File: src/rtl/axil_master_arb.sv
// Two-requester AXI-Lite master arbiter: round-robin grant of one whole read or write transaction at a time.
// Latency: one IDLE cycle to register the grant, then address/data/response forward combinationally.
// Backpressure: the granted port's ready/valid track the master port; the other port sees all zeros and must hold.
module axil_master_arb #(
  parameter int DATA_WIDTH = 32,
  parameter int ADDR_WIDTH = 32,
  parameter int STRB_WIDTH = DATA_WIDTH/8
) (
  input  logic                  clk,
  input  logic                  rstn,
  // requester 0 (CPU)
  input  logic [ADDR_WIDTH-1:0] s0_axil_awaddr,
  input  logic [2:0]            s0_axil_awprot,
  input  logic                  s0_axil_awvalid,
  output logic                  s0_axil_awready,
  input  logic [DATA_WIDTH-1:0] s0_axil_wdata,
  input  logic [STRB_WIDTH-1:0] s0_axil_wstrb,
  input  logic                  s0_axil_wvalid,
  output logic                  s0_axil_wready,
  output logic [1:0]            s0_axil_bresp,
  output logic                  s0_axil_bvalid,
  input  logic                  s0_axil_bready,
  input  logic [ADDR_WIDTH-1:0] s0_axil_araddr,
  input  logic [2:0]            s0_axil_arprot,
  input  logic                  s0_axil_arvalid,
  output logic                  s0_axil_arready,
  output logic [DATA_WIDTH-1:0] s0_axil_rdata,
  output logic [1:0]            s0_axil_rresp,
  output logic                  s0_axil_rvalid,
  input  logic                  s0_axil_rready,
  // requester 1 (loader / debug)
  input  logic [ADDR_WIDTH-1:0] s1_axil_awaddr,
  input  logic [2:0]            s1_axil_awprot,
  input  logic                  s1_axil_awvalid,
  output logic                  s1_axil_awready,
  input  logic [DATA_WIDTH-1:0] s1_axil_wdata,
  input  logic [STRB_WIDTH-1:0] s1_axil_wstrb,
  input  logic                  s1_axil_wvalid,
  output logic                  s1_axil_wready,
  output logic [1:0]            s1_axil_bresp,
  output logic                  s1_axil_bvalid,
  input  logic                  s1_axil_bready,
  input  logic [ADDR_WIDTH-1:0] s1_axil_araddr,
  input  logic [2:0]            s1_axil_arprot,
  input  logic                  s1_axil_arvalid,
  output logic                  s1_axil_arready,
  output logic [DATA_WIDTH-1:0] s1_axil_rdata,
  output logic [1:0]            s1_axil_rresp,
  output logic                  s1_axil_rvalid,
  input  logic                  s1_axil_rready,
  // shared master port toward the interconnect
  output logic [ADDR_WIDTH-1:0] m_axil_awaddr,
  output logic [2:0]            m_axil_awprot,
  output logic                  m_axil_awvalid,
  input  logic                  m_axil_awready,
  output logic [DATA_WIDTH-1:0] m_axil_wdata,
  output logic [STRB_WIDTH-1:0] m_axil_wstrb,
  output logic                  m_axil_wvalid,
  input  logic                  m_axil_wready,
  input  logic [1:0]            m_axil_bresp,
  input  logic                  m_axil_bvalid,
  output logic                  m_axil_bready,
  output logic [ADDR_WIDTH-1:0] m_axil_araddr,
  output logic [2:0]            m_axil_arprot,
  output logic                  m_axil_arvalid,
  input  logic                  m_axil_arready,
  input  logic [DATA_WIDTH-1:0] m_axil_rdata,
  input  logic [1:0]            m_axil_rresp,
  input  logic                  m_axil_rvalid,
  output logic                  m_axil_rready
);

  typedef enum logic [1:0] {IDLE = 2'd0, WR = 2'd1, RD = 2'd2} state_t;

  state_t state_q, state_d;
  logic   gnt_q, gnt_d;
  logic   rr_last_q, rr_last_d;
  logic   aw_done_q, aw_done_d;
  logic   w_done_q, w_done_d;
  logic   ar_done_q, ar_done_d;

  // A port requests if any address/data valid is up; a write valid makes it a write.
  logic req0, req1, wr0, wr1;
  assign wr0  = s0_axil_awvalid | s0_axil_wvalid;
  assign wr1  = s1_axil_awvalid | s1_axil_wvalid;
  assign req0 = wr0 | s0_axil_arvalid;
  assign req1 = wr1 | s1_axil_arvalid;

  // Inputs of the currently granted requester.
  logic [ADDR_WIDTH-1:0] sel_awaddr, sel_araddr;
  logic [2:0]            sel_awprot, sel_arprot;
  logic [DATA_WIDTH-1:0] sel_wdata;
  logic [STRB_WIDTH-1:0] sel_wstrb;
  logic                  sel_awvalid, sel_wvalid, sel_bready, sel_arvalid, sel_rready;

  assign sel_awaddr  = gnt_q ? s1_axil_awaddr  : s0_axil_awaddr;
  assign sel_awprot  = gnt_q ? s1_axil_awprot  : s0_axil_awprot;
  assign sel_awvalid = gnt_q ? s1_axil_awvalid : s0_axil_awvalid;
  assign sel_wdata   = gnt_q ? s1_axil_wdata   : s0_axil_wdata;
  assign sel_wstrb   = gnt_q ? s1_axil_wstrb   : s0_axil_wstrb;
  assign sel_wvalid  = gnt_q ? s1_axil_wvalid  : s0_axil_wvalid;
  assign sel_bready  = gnt_q ? s1_axil_bready  : s0_axil_bready;
  assign sel_araddr  = gnt_q ? s1_axil_araddr  : s0_axil_araddr;
  assign sel_arprot  = gnt_q ? s1_axil_arprot  : s0_axil_arprot;
  assign sel_arvalid = gnt_q ? s1_axil_arvalid : s0_axil_arvalid;
  assign sel_rready  = gnt_q ? s1_axil_rready  : s0_axil_rready;

  // Outputs destined for the granted requester; zero outside WR/RD.
  logic                  g_awready, g_wready, g_bvalid, g_arready, g_rvalid;
  logic [1:0]            g_bresp, g_rresp;
  logic [DATA_WIDTH-1:0] g_rdata;

  // State and bookkeeping registers; rr_last resets to 1 so port 0 wins the first tie.
  always_ff @(posedge clk or negedge rstn) begin
    if (!rstn) begin
      state_q   <= IDLE;
      gnt_q     <= 1'b0;
      rr_last_q <= 1'b1;
      aw_done_q <= 1'b0;
      w_done_q  <= 1'b0;
      ar_done_q <= 1'b0;
    end else begin
      state_q   <= state_d;
      gnt_q     <= gnt_d;
      rr_last_q <= rr_last_d;
      aw_done_q <= aw_done_d;
      w_done_q  <= w_done_d;
      ar_done_q <= ar_done_d;
    end
  end

  // Grant selection, channel forwarding with per-channel done gating, and return to IDLE on the response.
  always_comb begin
    state_d        = state_q;
    gnt_d          = gnt_q;
    rr_last_d      = rr_last_q;
    aw_done_d      = aw_done_q;
    w_done_d       = w_done_q;
    ar_done_d      = ar_done_q;
    m_axil_awaddr  = '0;
    m_axil_awprot  = '0;
    m_axil_awvalid = 1'b0;
    m_axil_wdata   = '0;
    m_axil_wstrb   = '0;
    m_axil_wvalid  = 1'b0;
    m_axil_bready  = 1'b0;
    m_axil_araddr  = '0;
    m_axil_arprot  = '0;
    m_axil_arvalid = 1'b0;
    m_axil_rready  = 1'b0;
    g_awready      = 1'b0;
    g_wready       = 1'b0;
    g_bvalid       = 1'b0;
    g_bresp        = '0;
    g_arready      = 1'b0;
    g_rvalid       = 1'b0;
    g_rresp        = '0;
    g_rdata        = '0;
    unique case (state_q)
      IDLE: begin
        if (req0 || req1) begin
          gnt_d   = (req0 && req1) ? ~rr_last_q : req1;
          state_d = (gnt_d ? wr1 : wr0) ? WR : RD;
        end
      end
      WR: begin
        m_axil_awaddr  = sel_awaddr;
        m_axil_awprot  = sel_awprot;
        m_axil_awvalid = sel_awvalid & ~aw_done_q;
        g_awready      = m_axil_awready & ~aw_done_q;
        m_axil_wdata   = sel_wdata;
        m_axil_wstrb   = sel_wstrb;
        m_axil_wvalid  = sel_wvalid & ~w_done_q;
        g_wready       = m_axil_wready & ~w_done_q;
        m_axil_bready  = sel_bready;
        g_bvalid       = m_axil_bvalid;
        g_bresp        = m_axil_bresp;
        if (m_axil_awvalid && m_axil_awready) aw_done_d = 1'b1;
        if (m_axil_wvalid && m_axil_wready)   w_done_d  = 1'b1;
        if (m_axil_bvalid && m_axil_bready) begin
          state_d   = IDLE;
          rr_last_d = gnt_q;
          aw_done_d = 1'b0;
          w_done_d  = 1'b0;
        end
      end
      RD: begin
        m_axil_araddr  = sel_araddr;
        m_axil_arprot  = sel_arprot;
        m_axil_arvalid = sel_arvalid & ~ar_done_q;
        g_arready      = m_axil_arready & ~ar_done_q;
        m_axil_rready  = sel_rready;
        g_rvalid       = m_axil_rvalid;
        g_rdata        = m_axil_rdata;
        g_rresp        = m_axil_rresp;
        if (m_axil_arvalid && m_axil_arready) ar_done_d = 1'b1;
        if (m_axil_rvalid && m_axil_rready) begin
          state_d   = IDLE;
          rr_last_d = gnt_q;
          ar_done_d = 1'b0;
        end
      end
      default: state_d = IDLE;
    endcase
  end

  // Only the granted requester sees ready/valid/data; the other sees zeros.
  assign s0_axil_awready = g_awready & ~gnt_q;
  assign s0_axil_wready  = g_wready  & ~gnt_q;
  assign s0_axil_bvalid  = g_bvalid  & ~gnt_q;
  assign s0_axil_bresp   = gnt_q ? '0 : g_bresp;
  assign s0_axil_arready = g_arready & ~gnt_q;
  assign s0_axil_rvalid  = g_rvalid  & ~gnt_q;
  assign s0_axil_rdata   = gnt_q ? '0 : g_rdata;
  assign s0_axil_rresp   = gnt_q ? '0 : g_rresp;
  assign s1_axil_awready = g_awready & gnt_q;
  assign s1_axil_wready  = g_wready  & gnt_q;
  assign s1_axil_bvalid  = g_bvalid  & gnt_q;
  assign s1_axil_bresp   = gnt_q ? g_bresp : '0;
  assign s1_axil_arready = g_arready & gnt_q;
  assign s1_axil_rvalid  = g_rvalid  & gnt_q;
  assign s1_axil_rdata   = gnt_q ? g_rdata : '0;
  assign s1_axil_rresp   = gnt_q ? g_rresp : '0;

endmodule
File: config.mk
export PLATFORM = sky130hd
export DESIGN_NAME = axil_master_arb
export DESIGN_NICKNAME = d
export VERILOG_FILES = /design/src/rtl/axil_master_arb.sv
export SDC_FILE = /design/constraint.sdc
export NUM_CORES = 1
export LEC_CHECK = 0
export BUFFER_PORTS_ARGS = -buffer_cell sky130_fd_sc_hd__buf_2
export CORE_AREA = 2 2 179 181
export CTS_BUF_LIST = sky130_fd_sc_hd__clkbuf_4
export CTS_CLUSTER_DIAMETER = 200
export CTS_CLUSTER_SIZE = 14
export DETAILED_ROUTE_END_ITERATION = 10
export DIE_AREA = 0 0 181 183
export GPL_TIMING_DRIVEN = 0
export PLACE_DENSITY = 0.45
export REMOVE_ABC_BUFFERS = 1
export SLEW_MARGIN = 20
export SYNTH_ARGS = -nofsm -noshare
export SYNTH_HDL_FRONTEND = slang
export SYNTH_SLANG_ARGS = --single-unit
File: constraint.sdc
create_clock -name clk -period 1.15 [get_ports clk]
set_input_delay 0.0575 -clock clk [delete_from_list [all_inputs] [get_ports clk]]
set_output_delay 0.0575 -clock clk [all_outputs]
set_load 0.005 [all_outputs]
==> flow_summary_export.csv <==
group,metric,value,unit
routing,drc,0,
clock_network,cts_root_buf,"clkbuf_4",
placement,place_area,0.005398,mm²
worst_setup_path,crit_fanout,14,
logic_synthesis,synth_ff_type,"dfrtp_1",
timing,holdWs,33.38,ps
worst_setup_path,r2r_cells,5,
timing,final-hold-violation-count,0,
placement,gp_congestion,0.7799,
power,power.leakage,3.987,nW
worst_setup_path,worst_ep_required_time,1090,ps
clock_network,worstSkewPairLatency,260,ps
timing,period_minus_slack,1679,ps
routing,ant_nets,0,
placement,dp_hpwl,15150,µm
layout,nNetsFinal,1152,
clock_network,cts_buffer_depth,2,
timing,clock_skew,13.16,ps
clock_network,numCtsBuffers,3,
hold_path,hold_path_depth,2,
placement,dpl.cell_count,1212,
floorplanning,core_region_area,0.03123,mm²
routing,vias,4858,
floorplanning,initial_utilization,0.08826,
floorplanning,die_h,183,µm
layout,final_cell_area,0.007014,mm²
worst_setup_path,crit_path_end_kind,"output port",
timing,fmaxAchievable,595.8,MHz
timing,rsz0062_at_grt,"yes",
run,drv_cap,0,
power,seqPwrFrac,0.042,
logic_synthesis,synth_seq_area_share,0.06400,
routing,wl,23420,µm
logic_synthesis,synthCells,386,
timing,fin_crit_sh,1.460,
routing,wl_per_cell,18.17,µm
clock_network,cts_tree,"yes",
global_route,overflow,0,
power,p_sw,6.029,mW
layout,stdcell_count,1289,
logic_synthesis,ys_ff_latch,7,
timing,setup_slack,-528.6,ps
clock_network,cts_sinks,7,
power,pwr-share-comb,0.939,
global_route,grt_start_max_net_pins,72,
global_route,grt_util_all_layers,0.1099,
power,switching_share,0.4543,
floorplanning,core.rowCount,65,
floorplanning,dieWidth,181,µm
routing,drtIter0Drc,130,
clock_network,clkSlewWorstSetupHoldPaths,60,ps
logic_synthesis,synth_edf_count,0,
floorplanning,die_area,0.03312,mm²
placement,port_buffers,457,
logic_synthesis,synth_cell_types,35,
power,internal_power,7.242,mW
logic_synthesis,synthArstFlopShare,1.000,
layout,area_delta_synth_final,154.5,%
power,worst_ir_drop_vdd,0.9509,mV
power,powerDensity,1892,mW/mm²
run_status,violations,"negative setup slack",
floorplanning,ios,458,
worst_setup_path,worstPathArrival,1620,ps
timing,maxSlewViolCount,0,
timing,finalSetupViolCount,200,
timing,tightest_slew,346.3,ps
global_route,grt_pass1_vias,4417,
run_status,status,"complete, but fails checks",
logic_synthesis,synthesis.area,0.002756,mm²
worst_setup_path,r2r_setup_slack,-410,ps
logic_synthesis,yosys_warnings,0,
clock_network,cts_max_level,1,
power,p_clk_frac,0.019,
worst_setup_path,path_class,"flop to output port",
placement,place_ws,-935.5,ps
routing,first_pass_iters,4,
worst_setup_path,startpoint_type,"flop",
global_route,grt_first_pass_wirelength,27480,µm
global_route,antenna_found_initial,2,
routing,viasPerCell,3.769,
layout,drive_gt1_frac,0.6919,
timing,relSlewSlack,0.7659,
logic_synthesis,avgSynthCellArea,7.141,µm²
hold_path,min_path_type,"input pin to flop",
[Yosys cell counts (2+ instances only)]
| master | number | area (µm²) |
|---|---|---|
| buf_8 | 5 | 75.07 |
| and3_1 | 37 | 231.5 |
| clkbuf_1 | 3 | 11.26 |
| nand2_1 | 5 | 18.77 |
| nand2b_1 | 3 | 18.77 |
| dfrtp_1 | 6 | 150.1 |
| nand3b_1 | 2 | 15.01 |
| o22ai_1 | 2 | 12.51 |
| buf_4 | 8 | 60.06 |
| buf_2 | 11 | 55.05 |
| a31oi_1 | 2 | 12.51 |
| nor2_1 | 116 | 435.4 |
| o21ai_0 | 2 | 10.01 |
| and2_1 | 37 | 231.5 |
| mux2_4 | 3 | 45.04 |
| nor3_1 | 4 | 20.02 |
| mux2i_1 | 109 | 1091 |
| nor2b_1 | 2 | 12.51 |
| buf_6 | 3 | 33.78 |
| or3_1 | 2 | 12.51 |
| clkbuf_2 | 7 | 35.03 |
| a21oi_1 | 4 | 20.02 |
[state kept, by name (all words and copies together) (netlist names)]
| name | cells |
|---|---|
| aw_done_q | 1 |
| gnt_q | 1 |
| rr_last_q | 1 |
| ar_done_q | 1 |
| w_done_q | 1 |
| state_q | 2 |
[worst paths after layout]
check,startpoint,endpoint
worst max-delay path,gnt_q$_DFFE_PN0P_,s0_axil_rdata[8]
worst min-delay path,m_axil_bvalid,w_done_q$_DFFE_PN0P_
worst max register to register,gnt_q$_DFFE_PN0P_,rr_last_q$_DFFE_PN1P_
worst min register to register,w_done_q$_DFFE_PN0P_,w_done_q$_DFFE_PN0P_
max in group asynchronous,rstn,rr_last_q$_DFFE_PN1P_
min in group asynchronous,rstn,aw_done_q$_DFFE_PN0P_
[metal layers]
layer  part of all wire  GRT usage  wire length (µm)
met1               0.40     0.1373              9344
met2               0.51     0.1991             11890
met3              0.077    0.01628              1811
met4              0.016    0.02472               380
met5                  0          0                 0
[cells by family (layout without fill, tap and decap cells)]
logic type	after synthesis	count (layout)	synth area share
other	0	1	0
AND/OR/NAND/NOR	215	224	0.3913
AO/OA/AOI/OAI	14	14	0.03314
buffers and inverters	38	529	0.09941
flip-flops	7	7	0.06400
multiplexers	112	112	0.4122
[cell usage in the layout, fill, tap and decap left out, types with 3 or more instances in the layout]
| cell type | count |
|---|---|
| a21oi_1 | 4 |
| and2_1 | 35 |
| and2b_4 | 4 |
| and3_1 | 20 |
| and3_4 | 17 |
| buf_12 | 9 |
| buf_16 | 8 |
| buf_2 | 437 |
| buf_4 | 24 |
| buf_6 | 34 |
| clkbuf_16 | 9 |
| clkbuf_4 | 4 |
| dfrtp_1 | 3 |
| mux2_4 | 3 |
| mux2i_1 | 94 |
| mux2i_4 | 13 |
| nand2_1 | 3 |
| nand2b_4 | 7 |
| nor2_1 | 95 |
| nor2_2 | 10 |
| nor2_4 | 13 |
[cell type report]
type                       count  area (µm²)
antenna                        1       2.502
clock buffer                   4       30.03
fill                        3493       24220
inverter                       1       3.754
multi-input combinational    350        2856
sequential                     7       185.2
tap                          402       503.0
timing repair buffer         524        3433
[power by group through the flow]
stage               sequential [mW]  combinational, mW  clock [mW]
global placement              0.753               3.25           0
global route                  0.578               13.4       0.283
floorplan                     0.713               2.07           0
detailed placement            0.590               7.23           0
finish                        0.557               12.5       0.255
CTS                           0.620               8.82       0.260
[critical path, cell delays in order, from the launching register on]
cell,delay [ps]
dfrtp_4,490
buf_16,180
buf_16,170
nor2_4,120
buf_12,140
and2_4,160
buf_6,90
[per-stage QoR]
step	TNS, ps	power (mW)	utilization
CTS	-90640	9.703	0.1888
global placement	-1027540	3.999	0.1690
detailed placement	-104730	7.818	0.1728
finish	-90170	13.27	0.2246
floorplan	-713680	2.779	-
global route	-104490	14.22	0.2246
[what timing repair did]
action	in CTS	in global routing
gates resized for setup	32	130
cloned	9	21
setup buffers	18	25
hold buffers	1	0
endpoints found under the hold margin	7	0
pin swaps	17	23
setup endpoints to repair	199	200
No activity file was read; power rests on OpenSTA's default activity.
